--- src/rtl/muldiv_scheduler.sv ---
// Issues the slot-1 then slot-2 mul/div ops of a dual-issue EXE bundle to the shared
// multiplier and divider, stalls EXE until both results are registered, and drains flushed divisions.
module muldiv_scheduler #(
  parameter int unsigned MUL_LAT = 2
) (
  input  logic        clk,
  input  logic        resetn,
  input  logic        es_valid,
  input  logic        es_go,
  input  logic        flush,
  input  logic        inst1_mul,
  input  logic        inst1_div,
  input  logic        inst1_signed,
  input  logic        inst1_ex,
  input  logic [31:0] inst1_src1,
  input  logic [31:0] inst1_src2,
  input  logic        inst2_mul,
  input  logic        inst2_div,
  input  logic        inst2_signed,
  input  logic        inst2_ex,
  input  logic [31:0] inst2_src1,
  input  logic [31:0] inst2_src2,
  output logic        mul_valid,
  output logic        mul_signed,
  output logic [31:0] mul_src1,
  output logic [31:0] mul_src2,
  input  logic [63:0] mul_res,
  output logic        div_in_valid,
  input  logic        div_in_ready,
  output logic        div_signed,
  output logic [31:0] div_src1,
  output logic [31:0] div_src2,
  input  logic        div_out_valid,
  input  logic [63:0] div_res,
  output logic        md_stall,
  output logic [63:0] md1_res,
  output logic [63:0] md2_res,
  output logic        md_busy
);

  localparam int unsigned CNT_W = (MUL_LAT < 1) ? 1 : $clog2(MUL_LAT + 1);

  typedef enum logic [2:0] {
    S_IDLE,
    S_MUL,
    S_DIV_REQ,
    S_DIV_WAIT,
    S_DONE,
    S_DRAIN
  } state_e;

  state_e             state_q, state_d;
  logic [CNT_W-1:0]   cnt_q, cnt_d;
  logic               slot2_q, slot2_d;
  logic [63:0]        md1_res_q, md1_res_d;
  logic [63:0]        md2_res_q, md2_res_d;

  logic               need1_c, need2_c, need_any_c;
  logic               cap_c;
  logic [63:0]        cap_val_c;

  // A slot-1 exception also kills slot 2 (younger instruction).
  assign need1_c    = (inst1_mul | inst1_div) & ~inst1_ex;
  assign need2_c    = (inst2_mul | inst2_div) & ~inst2_ex & ~inst1_ex;
  assign need_any_c = need1_c | need2_c;

  // Operands follow the current slot for the whole operation.
  assign mul_signed = slot2_q ? inst2_signed : inst1_signed;
  assign mul_src1   = slot2_q ? inst2_src1   : inst1_src1;
  assign mul_src2   = slot2_q ? inst2_src2   : inst1_src2;
  assign div_signed = slot2_q ? inst2_signed : inst1_signed;
  assign div_src1   = slot2_q ? inst2_src1   : inst1_src1;
  assign div_src2   = slot2_q ? inst2_src2   : inst1_src2;

  assign md_stall = resetn & es_valid & (state_q != S_DONE) &
                    ((state_q != S_IDLE) | need_any_c);
  assign md_busy  = (state_q != S_IDLE);
  assign md1_res  = md1_res_q;
  assign md2_res  = md2_res_q;

  always_comb begin
    state_d      = state_q;
    cnt_d        = cnt_q;
    slot2_d      = slot2_q;
    md1_res_d    = md1_res_q;
    md2_res_d    = md2_res_q;
    cap_c        = 1'b0;
    cap_val_c    = mul_res;
    mul_valid    = 1'b0;
    div_in_valid = 1'b0;

    unique case (state_q)
      S_IDLE: begin
        if (es_valid && need_any_c) begin
          slot2_d = ~need1_c;
          cnt_d   = '0;
          state_d = (need1_c ? inst1_div : inst2_div) ? S_DIV_REQ : S_MUL;
        end
      end
      S_MUL: begin
        mul_valid = (cnt_q == '0);
        cnt_d     = cnt_q + CNT_W'(1);
        if (cnt_q == CNT_W'(MUL_LAT)) begin
          cap_c     = ~flush;
          cap_val_c = mul_res;
        end
      end
      S_DIV_REQ: begin
        div_in_valid = 1'b1;
        if (div_in_ready) state_d = S_DIV_WAIT;
      end
      S_DIV_WAIT: begin
        cap_c     = div_out_valid & ~flush;
        cap_val_c = div_res;
      end
      S_DONE: begin
        if (es_go) state_d = S_IDLE;
      end
      S_DRAIN: begin
        if (div_out_valid) state_d = S_IDLE;
      end
      default: state_d = S_IDLE;
    endcase

    // Capture into the current slot, then either start slot 2 or finish.
    if (cap_c) begin
      if (slot2_q) md2_res_d = cap_val_c;
      else         md1_res_d = cap_val_c;
      if (!slot2_q && need2_c) begin
        slot2_d = 1'b1;
        cnt_d   = '0;
        state_d = inst2_div ? S_DIV_REQ : S_MUL;
      end else begin
        state_d = S_DONE;
      end
    end

    // A division the divider has accepted must be drained before reuse.
    if (flush) begin
      case (state_q)
        S_DIV_REQ:  state_d = div_in_ready ? S_DRAIN : S_IDLE;
        S_DIV_WAIT: state_d = div_out_valid ? S_IDLE : S_DRAIN;
        S_DRAIN:    state_d = div_out_valid ? S_IDLE : S_DRAIN;
        default:    state_d = S_IDLE;
      endcase
    end
  end

  always_ff @(posedge clk or negedge resetn) begin
    if (!resetn) begin
      state_q   <= S_IDLE;
      cnt_q     <= '0;
      slot2_q   <= 1'b0;
      md1_res_q <= '0;
      md2_res_q <= '0;
    end else begin
      state_q   <= state_d;
      cnt_q     <= cnt_d;
      slot2_q   <= slot2_d;
      md1_res_q <= md1_res_d;
      md2_res_q <= md2_res_d;
    end
  end

endmodule

--- config.mk ---
export PLATFORM = sky130hd
export DESIGN_NAME = muldiv_scheduler
export DESIGN_NICKNAME = d
export VERILOG_FILES = /design/src/rtl/muldiv_scheduler.sv
export SDC_FILE = /design/constraint.sdc
export NUM_CORES = 1
export LEC_CHECK = 0
export CELL_PAD_IN_SITES_DETAIL_PLACEMENT = 0
export CELL_PAD_IN_SITES_GLOBAL_PLACEMENT = 2
export CORE_ASPECT_RATIO = 0.5
export CORE_MARGIN = 10
export CORE_UTILIZATION = 18
export DETAILED_ROUTE_END_ITERATION = 7
export PLACE_DENSITY_LB_ADDON = 0.1
export SLEW_MARGIN = 20
export SYNTH_ARGS = -nofsm -noshare
export SYNTH_HDL_FRONTEND = slang
export SYNTH_SLANG_ARGS = --single-unit
--- constraint.sdc ---
create_clock -name clk -period 2.9 [get_ports clk]
set_input_delay 0.87 -clock clk [delete_from_list [all_inputs] [get_ports clk]]
set_output_delay 0.87 -clock clk [all_outputs]
set_load 0.01 [all_outputs]
# --- Yosys cells after proc, flatten, opt, wreduce, memory -nomap -nowiden ---
# Index checks and enable logic that the tools add are counted.
word_totals:
  regBits: 134
  latch_bits: 0
  mem_bits_rw: 0
  romBits: 0
  in_bits: 271
  word_cells: 75
  n_memories: 0
classes:
  n_addsub: 1
  n_mul: 0
  div: 0
  order_cmp: 0
  n_eq_ne: 12
  shift: 0
  muxes: 30
  bitwise_logic: 16
  n_reduce_logical: 11
ops:
  columns: ["cell", "n"]
  rows:
  - ["32-bit two-way mux", 2]
  - ["64-bit two-way mux", 1]
  - ["3-bit two-way mux", 9]
  - ["4-bit inequality test, second input constant", 4]
  - ["3-bit case mux with 5 select lines", 1]
  - ["2-bit two-way mux", 5]
  - ["1-bit two-way mux", 9]
  - ["1-bit bitwise AND", 7]
  - ["3-bit by 2-bit equality test with 1-bit output, second input constant", 2]
  - ["3-bit equality test, second input constant", 2]
  - ["3-bit case mux with 2 select lines", 1]
  - ["1-bit inverter", 5]
  - ["5-bit AND reduction", 1]
  - ["1-bit bitwise OR", 4]
  - ["2-bit case mux with 2 select lines", 1]
  - ["2-bit AND reduction", 2]
  - ["2-bit OR reduction", 2]
  - ["3-bit by 1-bit equality test with 1-bit output, second input constant", 1]
  - ["3-bit logical NOT", 1]
  - ["3-bit by 1-bit inequality test with 1-bit output, second input constant", 1]
  - ["3-bit inequality test, second input constant", 1]
  - ["3-bit nonzero test", 1]
  - ["2-bit by 1-bit adder with 2-bit output, second input constant", 1]
  - ["2-bit equality test, second input constant", 1]
  - ["4 further kinds", 5]

# --- Depth between registers and ports, before layout ---
logic_depth:
  depth_word: 9
  ltp_mapped: 9

# --- Worst setup path after synthesis ---
# OpenSTA, ideal clock, no wires.
synth_path:
  path_type: "register to output"
  from: "register slot2_q"
  to: "output mul_src2[10]"
  arrival_ns: 1.748
  setup_slack_ns: 0.282
  stages_incl_launch_ff: 6
  path_cell_list: "dfrtp_1 clkbuf_1 clkbuf_1 clkbuf_1 mux2_2 buf_4"
synth_via:
  elab_chain_cells: 1
synth_lines:
  columns: ["element", "line", "source"]
  rows:
  - ["from (decl)", "54", "logic slot2_q, slot2_d;"]
  - ["from (signal assigned)", "159", "slot2_q <= slot2_d;"]
  - ["32-bit two-way mux", null, null]
  - ["to (decl)", "26", "output logic [31:0] mul_src2,"]
# Every way passes these cells.

# --- Final worst setup path ---
layout_path:
  from: "input inst2_ex"
  to: "output md_stall"
layout_via:
  elab_chain_cells: 6
layout_lines:
  columns: ["element", "line", "source"]
  rows:
  - ["from (decl)", "20", "input logic inst2_ex,"]
  - ["1-bit inverter", "64", "assign need2_c = (inst2_mul | inst2_div) & ~inst2_ex & ~inst1_ex;"]
  - ["1-bit bitwise AND (2 in a row)", "64", null]
  - ["1-bit bitwise OR", "65", "assign need_any_c = need1_c | need2_c;"]
  - ["1-bit bitwise OR", "76", "((state_q != S_IDLE) | need_any_c);"]
  - ["1-bit bitwise AND", "75", "assign md_stall = resetn & es_valid & (state_q != S_DONE) &"]
  - ["to (decl)", "35", "output logic md_stall,"]
# Every way passes these cells.

==> metrics.md <==
| Metric | Value |
|---|---|
| Status | finished clean |
| Slowest cell on the critical path | clkdlybuf4s50_1 |
| Layout cells sized above 1 | 10.4% |
| Final WL | 34.9 mm |
| Area contributors post-synth | dfrtp_1 (48%), mux2_2 (11%), mux2i_1 (9.4%) |
| Top_reg_cell synth | dfrtp_1 |
| DR WL/cell | 20.6 microns |
| Vias in the first global route | 7,099 |
| Highest achievable clock rate | 357 MHz |
| Commonest non-fill, non-tap cell in the layout | clkdlybuf4s50_1 |
| RSZ-0062 raised after global routing | yes |
| Power density over the cells | 844 nW/um^2 |
| Gate Count Post-Synth | 698 |
| First-pass GRT wire length | 49.5 mm |
| Gate power share | 52.5% |
| Worst endpoint data arrival time | 1.93 ns |
| Chip height | 159 microns |
| Mean Syn Cell Area | 9.96 sq um |
| Post-route DRC | 0 |
| Ys async rst share | 100% |
| Sw Pwr | 3930 uW |
| EDFF count, synth | 0 |
| Die width | 298 microns |
| Share of the yosys chip area belonging to registers | 48.2% |
| Reg power frac | 28.5% |
| CTS max path bufs | 2 |
| CP Capture Type | output port |
| Slowest Stage Delay on Critical Path | 0.43 ns |
| Placeable Area | 37,700 sq um |
| Final Instance Area | 12,900 sq um |
| Critical-path cell list | clkdlybuf4s50_1, o31ai_2, a211oi_2, nor2_1, buf_2 |
| Routed Antenna Nets | 0 |
| Final HPWL DP | 29.2 mm |
| H-tree depth | 4 |
| Critical Path RT | 2.03 ns |
| Worst Max-Slew Pin Slew | 0.804 ns |
| # IOs | 533 |
| Reg2reg path depth | 5 |
| Clock Sinks | 134 |
| Max-cap violations | 0 |
| Final setup vio count | 0 |
| Cts hold-fix bufs | 0 |
| Leakage | 0.00595 uW |
| Placed cell area | 12,500 sq um |
| DR vias/cell | 3.89 |
| Antenna violations before repair | 1 |
| TritonCTS clock tree | yes |
| GRT Util Overall | 14.1% |
| Synthesized area | 6950 sq um |
| Row count | 50 |
| Final setup margin | 0.0981 ns |
| Root buf cell | clkbuf_16 |
| Final Max Tran Viols | 0 |
| Clock Power Share | 18.9% |
| Global placer's final weighted congestion | 0.815 |
| Via count | 6,582 |
| Crit path kind | primary input to output port |
| Nets@finish | 1,430 |
| IO buf count | 532 |
| Cell Int Power | 6990 uW |
| Aggregate global routing overflow | 0 |
| Slew margin rel. | 46.4% |
| Synth warnings | 0 |
| Pre-antenna DRT Iters | 4 |
| Cell taking the most area after synthesis | dfrtp_1 |
| Synth top area share | 48.2% |
| Worst-skew pair later-pin latency | 0.43 ns |
| Clock slew at reported path FFs | 0.06 ns |
| Final Hold Viols | 0 |
| Layout Skew | 0.00523 ns |
| Initial Util | 18.4% |
| Worst Hold Class | primary input to asynchronous set/reset pin |
| Die area | 47,400 sq um |
| Crit path time final | 2.80 ns |
| CTS buffer count | 17 |
| Worst VDD drop | 0.366 mV |
| Syn nets | 971 |
| Most frequent cells in the layout | clkdlybuf4s50_1 (395), dfrtp_1 (133), dlygate4sd2_1 (124) |
| Largest net degree at the start of global routing | 135 |
| CP Launch Type | primary input |
| Switch share | 36.0% |
| Unique cell type count in the Yosys netlist | 35 |
| Area delta synth->final | 86.3% |
| Worst slack, placed | -0.447 ns |
| DRT iter0 DRCs | 263 |
| Register bit total from synthesis | 134 |
| Period utilization | 96.6% |
| CP max FO | 2 |
-- sequential cells by signal, indices dropped and copies added (netlist names) --
register,cells
md1_res,64
md2_res,64
state_q,3
cnt_q,2
slot2_q,1
-- routing by layer --
layer / up-vias / routed length (microns) / global-route usage, %
met5: - / 0 / 0
met4: 0 / 427 / 3.05
met3: 24 / 2340 / 5.46
met2: 172 / 21600 / 30.5
met1: 3142 / 10600 / 11.5
li1: 3244 / - / -
-- worst max-delay path, delay by kind of cell --
kind	cells	cell delay, ns
AO/OA/AOI/OAI	2	0.37
buffers and inverters	2	0.58
AND/OR/NAND/NOR	1	0.11
-- cells in the mapped netlist (all sizes together), types with 2 or more instances --
master,count
dfrtp,134
buf,86
nor2,73
o21ai,72
a21oi,69
mux2,66
nand2,66
mux2i,65
clkbuf,25
inv,8
nand3,3
nor3,3
a211oi,2
a21o,2
a311oi,2
a31oi,2
and3,2
ha,2
nand2b,2
nor2b,2
o211ai,2
or3,2
-- kinds of logic after synthesis --
logic type | share of synthesized area (%)
simple gates | 9.11
flops | 48.2
mux | 20.1
buf+inv | 10.4
fa+ha+maj | 0.360
compound gates | 11.8
-- power by group through the flow --
stage | registers [uW] | clock network [uW] | logic (uW)
2_1_floorplan | 3450 | 0 | 2320
3_3_place_gp | 3120 | 0 | 6310
3_5_place_dp | 3140 | 0 | 6290
4_1_cts | 3120 | 2140 | 5960
5_1_grt | 3230 | 2240 | 6210
6_report | 3110 | 2070 | 5740
-- cell type report --
class                      count  area, sq um
fill                        3924        24800
timing repair buffer         551         5440
sequential                   134         3350
multi-input combinational    445         2920
tap                          520          651
clock buffer                  28          517
clock inverter                 3         40.0
inverter                       8         30.0
antenna                        1         2.50
-- worst paths after layout --
kind	slack (ns)	endpoint	start
max	0.1	md_stall	inst2_ex
min	0.47	state_q[1]$_DFFE_PN0P_	resetn
max reg2reg	0.74	md1_res[61]$_DFFE_PN0P_	state_q[1]$_DFFE_PN0P_
min reg2reg	0.47	md1_res[50]$_DFFE_PN0P_	md1_res[50]$_DFFE_PN0P_
max in group asynchronous	1.73	slot2_q$_DFF_PN0_	resetn
min in group clk	0.47	md1_res[50]$_DFFE_PN0P_	md1_res[50]$_DFFE_PN0P_
-- through the flow --
step	utilization [%]	power (uW)	cells	hold slack [ns]	setup TNS [ns]
after floorplan	-	5770	698	0.460	0
after global placement	33.1	9430	1658	0.463	-4.23
after detailed placement	33.1	9430	1658	0.469	-4.44
after CTS	34.2	11200	1689	0.482	-0.0537
after global routing	34.3	11700	1689	0.501	-0.0162
final	34.3	10900	1690	0.472	0
-- what timing repair did --
action | CTS | global route
resized for setup | 130 | 15
setup buffers | 0 | 0
pin swaps | 1 | 3
setup endpoints to repair | 126 | 12
No activity file was read; power rests on OpenSTA's default activity.
